$ cat src/rtl/game_flow_ctrl_if.sv
// Game-flow control bundle: player/timer inputs into the sequencer and the
// phase/gating outputs it produces.
//   btn_start     : start/pause button level (debounced)
//   player_hit    : collision level
//   timer_done    : frame-tick timer reached zero
//   timer_start   : one-cycle timer reload pulse
//   game_en       : gameplay datapath enable (PLAY only)
//   game_reset    : one-cycle new-game clear pulse
//   lives         : remaining lives
//   title_disp    : title screen active
//   gameover_disp : game-over screen active
//   paused        : pause screen active
// master = sequencer side, slave = surrounding game logic side.
interface game_flow_ctrl_if #(
   parameter int LIVES_W = 2
);
   logic               btn_start;
   logic               player_hit;
   logic               timer_done;
   logic               timer_start;
   logic               game_en;
   logic               game_reset;
   logic [LIVES_W-1:0] lives;
   logic               title_disp;
   logic               gameover_disp;
   logic               paused;

   modport master (
      input  btn_start, player_hit, timer_done,
      output timer_start, game_en, game_reset, lives,
             title_disp, gameover_disp, paused
   );

   modport slave (
      output btn_start, player_hit, timer_done,
      input  timer_start, game_en, game_reset, lives,
             title_disp, gameover_disp, paused
   );
endinterface

$ cat src/rtl/game_flow_ctrl.sv
// Top-level game-flow sequencer: title, new game, play, pause, respawn delay,
// game over and button-release wait, plus the player lives count.
// Ports:
//   clk   : system clock
//   reset : synchronous active-low reset
//   bus   : game_flow_ctrl_if.master (button/hit/timer in, phase outputs out)
// Every output is a register loaded from the next-state decode.
module game_flow_ctrl #(
   parameter int LIVES   = 3,
   parameter int LIVES_W = 2
) (
   input logic              clk,
   input logic              reset,
   game_flow_ctrl_if.master bus
);

   typedef enum logic [2:0] {
      S_TITLE    = 3'd0,
      S_NEWGAME  = 3'd1,
      S_PLAY     = 3'd2,
      S_PAUSE    = 3'd3,
      S_HIT      = 3'd4,
      S_GAMEOVER = 3'd5,
      S_WAIT_REL = 3'd6
   } state_t;

   localparam logic [LIVES_W-1:0] LIVES_INIT = LIVES_W'(LIVES);
   localparam logic [LIVES_W-1:0] ONE_LIFE   = LIVES_W'(1);

   state_t             state;
   state_t             nxt_state;
   logic [LIVES_W-1:0] lives_q;
   logic [LIVES_W-1:0] nxt_lives;
   logic               nxt_timer_start;
   logic               btn_prev;
   logic               hit_prev;
   logic               guard;
   logic               btn_rise;
   logic               hit_rise;
   logic               timer_ok;

   logic               timer_start_q;
   logic               game_en_q;
   logic               game_reset_q;
   logic               title_q;
   logic               gameover_q;
   logic               paused_q;

   assign btn_rise = bus.btn_start & ~btn_prev;
   assign hit_rise = bus.player_hit & ~hit_prev;
   // guard masks the stale zero count for the cycle right after a reload
   assign timer_ok = ~guard & bus.timer_done;

   always_comb begin
      nxt_state       = state;
      nxt_lives       = lives_q;
      nxt_timer_start = 1'b0;
      case (state)
         S_TITLE: begin
            if (btn_rise) begin
               nxt_state = S_NEWGAME;
               // loaded on the edge into NEWGAME so it shows during that cycle
               nxt_lives = LIVES_INIT;
            end
         end
         S_NEWGAME: nxt_state = S_PLAY;
         S_PLAY: begin
            // a hit takes priority over a simultaneous button edge
            if (hit_rise) begin
               nxt_timer_start = 1'b1;
               if (lives_q > ONE_LIFE) begin
                  nxt_lives = lives_q - ONE_LIFE;
                  nxt_state = S_HIT;
               end else begin
                  nxt_lives = '0;
                  nxt_state = S_GAMEOVER;
               end
            end else if (btn_rise) begin
               nxt_state = S_PAUSE;
            end
         end
         S_PAUSE: begin
            if (btn_rise) nxt_state = S_PLAY;
         end
         S_HIT: begin
            if (timer_ok) nxt_state = S_PLAY;
         end
         S_GAMEOVER: begin
            if (timer_ok) nxt_state = S_WAIT_REL;
         end
         S_WAIT_REL: begin
            if (!bus.btn_start) nxt_state = S_TITLE;
         end
         default: nxt_state = S_TITLE;
      endcase
   end

   always_ff @(posedge clk) begin
      if (!reset) begin
         state         <= S_TITLE;
         lives_q       <= LIVES_INIT;
         btn_prev      <= 1'b1;
         hit_prev      <= 1'b0;
         guard         <= 1'b0;
         timer_start_q <= 1'b0;
         game_en_q     <= 1'b0;
         game_reset_q  <= 1'b0;
         title_q       <= 1'b1;
         gameover_q    <= 1'b0;
         paused_q      <= 1'b0;
      end else begin
         state         <= nxt_state;
         lives_q       <= nxt_lives;
         btn_prev      <= bus.btn_start;
         hit_prev      <= bus.player_hit;
         guard         <= nxt_timer_start;
         timer_start_q <= nxt_timer_start;
         game_en_q     <= (nxt_state == S_PLAY);
         game_reset_q  <= (nxt_state == S_NEWGAME);
         title_q       <= (nxt_state == S_TITLE);
         gameover_q    <= (nxt_state == S_GAMEOVER) || (nxt_state == S_WAIT_REL);
         paused_q      <= (nxt_state == S_PAUSE);
      end
   end

   assign bus.timer_start   = timer_start_q;
   assign bus.game_en       = game_en_q;
   assign bus.game_reset    = game_reset_q;
   assign bus.lives         = lives_q;
   assign bus.title_disp    = title_q;
   assign bus.gameover_disp = gameover_q;
   assign bus.paused        = paused_q;

endmodule

$ cat src/flat_wrapper.sv
// flat-port wrapper written by rule: the top's interface ports become plain ports
module game_flow_ctrl_flat 
#(
   parameter int LIVES   = 3,
   parameter int LIVES_W = 2
)
  (clk, reset, bus_btn_start, bus_player_hit, bus_timer_done, bus_timer_start, bus_game_en, bus_game_reset, bus_lives, bus_title_disp, bus_gameover_disp, bus_paused);
  game_flow_ctrl_if #(.LIVES_W(LIVES_W)) bus_i ();
  input logic clk;
  input logic reset;
  input wire logic [$bits(bus_i.btn_start)-1:0] bus_btn_start;
  input wire logic [$bits(bus_i.player_hit)-1:0] bus_player_hit;
  input wire logic [$bits(bus_i.timer_done)-1:0] bus_timer_done;
  output wire logic [$bits(bus_i.timer_start)-1:0] bus_timer_start;
  output wire logic [$bits(bus_i.game_en)-1:0] bus_game_en;
  output wire logic [$bits(bus_i.game_reset)-1:0] bus_game_reset;
  output wire logic [$bits(bus_i.lives)-1:0] bus_lives;
  output wire logic [$bits(bus_i.title_disp)-1:0] bus_title_disp;
  output wire logic [$bits(bus_i.gameover_disp)-1:0] bus_gameover_disp;
  output wire logic [$bits(bus_i.paused)-1:0] bus_paused;
  assign bus_i.btn_start = bus_btn_start;
  assign bus_i.player_hit = bus_player_hit;
  assign bus_i.timer_done = bus_timer_done;
  assign bus_timer_start = bus_i.timer_start;
  assign bus_game_en = bus_i.game_en;
  assign bus_game_reset = bus_i.game_reset;
  assign bus_lives = bus_i.lives;
  assign bus_title_disp = bus_i.title_disp;
  assign bus_gameover_disp = bus_i.gameover_disp;
  assign bus_paused = bus_i.paused;
  game_flow_ctrl #(.LIVES(LIVES), .LIVES_W(LIVES_W)) u_core (.clk(clk), .reset(reset), .bus(bus_i));
endmodule
$ cat config.mk
export PLATFORM = sky130hd
export DESIGN_NAME = game_flow_ctrl_flat
export DESIGN_NICKNAME = d
export VERILOG_FILES = /design/src/rtl/game_flow_ctrl_if.sv /design/src/rtl/game_flow_ctrl.sv /design/src/flat_wrapper.sv
export SDC_FILE = /design/constraint.sdc
export NUM_CORES = 1
export LEC_CHECK = 0
export BUFFER_PORTS_ARGS = -buffer_cell sky130_fd_sc_hd__buf_4
export CORE_AREA = 5 5 42 44
export CTS_CLUSTER_DIAMETER = 80
export DETAILED_ROUTE_END_ITERATION = 10
export DIE_AREA = 0 0 47 49
export MAX_ROUTING_LAYER = met4
export PLACE_DENSITY = 0.7
export SETUP_SLACK_MARGIN = 0.4
export SYNTH_ARGS = -nofsm -noshare
export SYNTH_HDL_FRONTEND = slang
export SYNTH_SLANG_ARGS = --single-unit
export TNS_END_PERCENT = 30
$ cat constraint.sdc
create_clock -name clk -period 1.7 [get_ports clk]
set_input_delay 0.34 -clock clk [delete_from_list [all_inputs] [get_ports clk]]
set_output_delay 0.34 -clock clk [all_outputs]
set_load 0.05 [all_outputs]
==> summary.md <==
| Metric | Value |
|---|---|
| Cell Rows | 14 |
| Die height | approximately 49 um |
| Global-route wire length before repair | 1740 um |
| Flops & latches, synth | 13 |
| Maxcap violations | 0 |
| Gpl congestion | 0.771 |
| Die ar. | 2300 um2 |
| Hold Slack | 0.270 ns |
| Commonest non-fill, non-tap cell in the layout | buf_4 |
| CTS Buf Count | 3 |
| Synth top area cells | dfxtp_1, nor2_1, nand3b_1, nor2b_1, a21oi_4 |
| Area growth syn-to-layout | 31.1% |
| RSZ-0062 raised after global routing | yes |
| Crit end category | flop |
| WL/cell | 11.7 um |
| Synth cell types | 26 |
| Worst IR Drop VDD | 378 uV |
| Final Net Count | between 70 and 80 |
| Worst Clk Skew | 0.00423 ns |
| TNS Setup | 0 ns |
| Mapped Cells | 57 |
| Hold WC Path Type | input port to flop |
| Max Clk Rate | 737 MHz |
| CP max-delay cell | dfxtp_1 |
| Syn_area_per_cell | 9.68 um2 |
| Fraction of the yosys area taken by sequential cells | between 40% and 50% |
| Yosys top cell area share | between 40% and 50% |
| CTS tree | yes |
| Initial DRC Count | 4 |
| First drt pass iteration count | 3 |
| Crit Path Class | flop to flop |
| Largest net degree at the start of global routing | 9 |
| Period utilization | 79.8% |
| PwrDens | 807 nW/um2 |
| Mapped Area | ~550 um2 |
| Cell accounting for the most synthesized area | dfxtp_1 |
| Vias per std cell | 5.08 |
| Die W | 47 um |
| R2R Setup Slk | ~0.34 ns |
| Initial Utilization | 39.4% |
| Total Routing Usage GR | 11.2% |
| N_diodes | 0 |
| Fill cells | approximately 140 |
| I/O Buffers | 12 |
| Slew HR | 75.6% |
| Root Driver | clkbuf_4 |
| H-tree levels | 1 |
| Syn Nets | 62 |
| Post-layout minimum cycle time | 1.36 ns |
| DRC Markers | 0 |
| Hold Startpoint | bus_btn_start |
| Largest stage delay, worst path | 0.33 ns |
| Final Hold Fails | 0 |
| I/O Pins | 13 |
| Worst-path cell chain | and2b_1 > mux2_2 > a32oi_4 > nand2_1 > nor3_1 |
| Critical path arrival | 1.56 ns |
| Grt ovf | 0 |
| Final wirelength | 1050 um |
| Setup-failing EPs final | 0 |
| Status | complete, no violations |
| Clock slew at reported path FFs | 0.08 ns |
| Crit-path max FO | 4 |
| Vias in the first global route | about 410 |
| Post-CTS Hold Buffers | 0 |
| Clock Latency Late Sink | 0.28 ns |
| DP HPWL | 757 um |
| Worst endpoint required time | 1.90 ns |
| Critical path launch point | u_core.hit_prev |
| Crit start category | flop |
| Slew @ Worst Pin | 0.365 ns |
| Clock Path Buffers | 2 |
| Max-slew violations | 0 |
| Vias | 452 |
| Detail Route Antenna Nets | 0 |
| Yosys warnings | 0 |
| Core footprint | between 1000 and 1500 um2 |
| Most frequent cells in the layout | buf_4, dfxtp_1, nor2_1 |
| Initial antenna violation count | 0 |
| LEAKAGE | slightly above 0.3 nW |
| Clock sink count | 13 |
| Worst R2R Start | u_core.hit_prev |
| Ratio of cells with drive above 1 in the final layout | between 40% and 50% |
-- power by group --
group / internal, mW / switching (mW)
Clock: 0.0911 / 0.100
Combinational: 0.0327 / 0.0432
Sequential: 0.310 / 0.00613
-- flip-flops by register name, indices dropped and copies added, names as in the netlist --
register and count:
u_core.hit_prev 1, u_core.bus.game_reset 1, u_core.guard 1, u_core.btn_prev 1, u_core.bus.lives 2, u_core.bus.game_en 1
u_core.bus.paused 1, u_core.bus.gameover_disp 1, u_core.state 3, u_core.bus.title_disp 1
-- worst max-delay path, delay by kind of cell, from the launching register on --
family             cells  cell delay (ns)
and+or+nand+nor        3             0.44
DFF                    1             0.33
muxes                  1             0.29
AOI/OAI and AO/OA      1             0.23
-- stage by stage --
stage          instances  util (%)  power (mW)  setup WS (ns)  cell area, um2
5_1_grt               89      51.6       0.617          0.265             723
6_report              89      51.6       0.584          0.344             723
3_5_place_dp          84      47.3       0.394          0.206             663
3_3_place_gp          84      47.3       0.393          0.210             663
4_1_cts               88      50.3       0.589          0.341             704
2_1_floorplan         57         -       0.372          0.397             558
-- routing by layer --
layer / vias to the layer above / part of all wire (%) / global-route usage (%)
met2: 9 / 50 / 16.1
met3: 4 / 6.0 / 5.54
li1: 232 / - / -
met4: 0 / 2.4 / 6.91
met5: - / 0 / -
met1: 207 / 42 / 11.9
-- timing repair --
item / 4_1_cts / 5_1_grt
buffers inserted: 0 / 1
setup endpoints to repair: 5 / 8
pin swaps: 2 / 1
gates cloned: 0 / 0
resized for setup: 3 / 3
-- cell usage after synthesis, drive strengths merged --
cell	number
a21o	1
a21oi	2
a221oi	1
a32oi	1
and2	1
and2b	1
clkbuf	1
dfxtp	13
inv	3
mux2	2
nand2	4
nand2b	2
nand3	1
nand3b	4
nor2	8
nor2b	3
nor3	2
o21ai	3
o22ai	2
o31ai	1
xnor2	1
-- final timing paths --
path	to	depth (start not counted)
worst max-delay path	u_core.bus.game_reset	5
worst min-delay path	u_core.btn_prev	2
worst max register to register	u_core.bus.game_reset	5
worst min register to register	u_core.bus.lives[1]	2
-- area by class of cell --
| cell class | instances | area (um2) | area share [%] |
|---|---|---|---|
| Tap cell | 16 | 20.0 | 2.77 |
| Timing Repair Buffer | 13 | 97.6 | 13.5 |
| Inverter | 3 | 11.3 | 1.56 |
| Clock buffer | 4 | 26.3 | 3.63 |
| Sequential cell | 13 | 270 | 37.4 |
| Multi-Input combinational cell | 40 | 298 | 41.2 |
-- logic make-up after synthesis --
family | count (synthesis) | share of synthesized area (%)
buffers and inverters | 4 | 2.95
multiplexers | 2 | 4.76
AO/OA/AOI/OAI | 11 | 17.5
XOR/XNOR | 1 | 1.59
AND/OR/NAND/NOR | 26 | 26.1
flip-flops | 13 | 47.2
(Power assumes the default switching activity.)
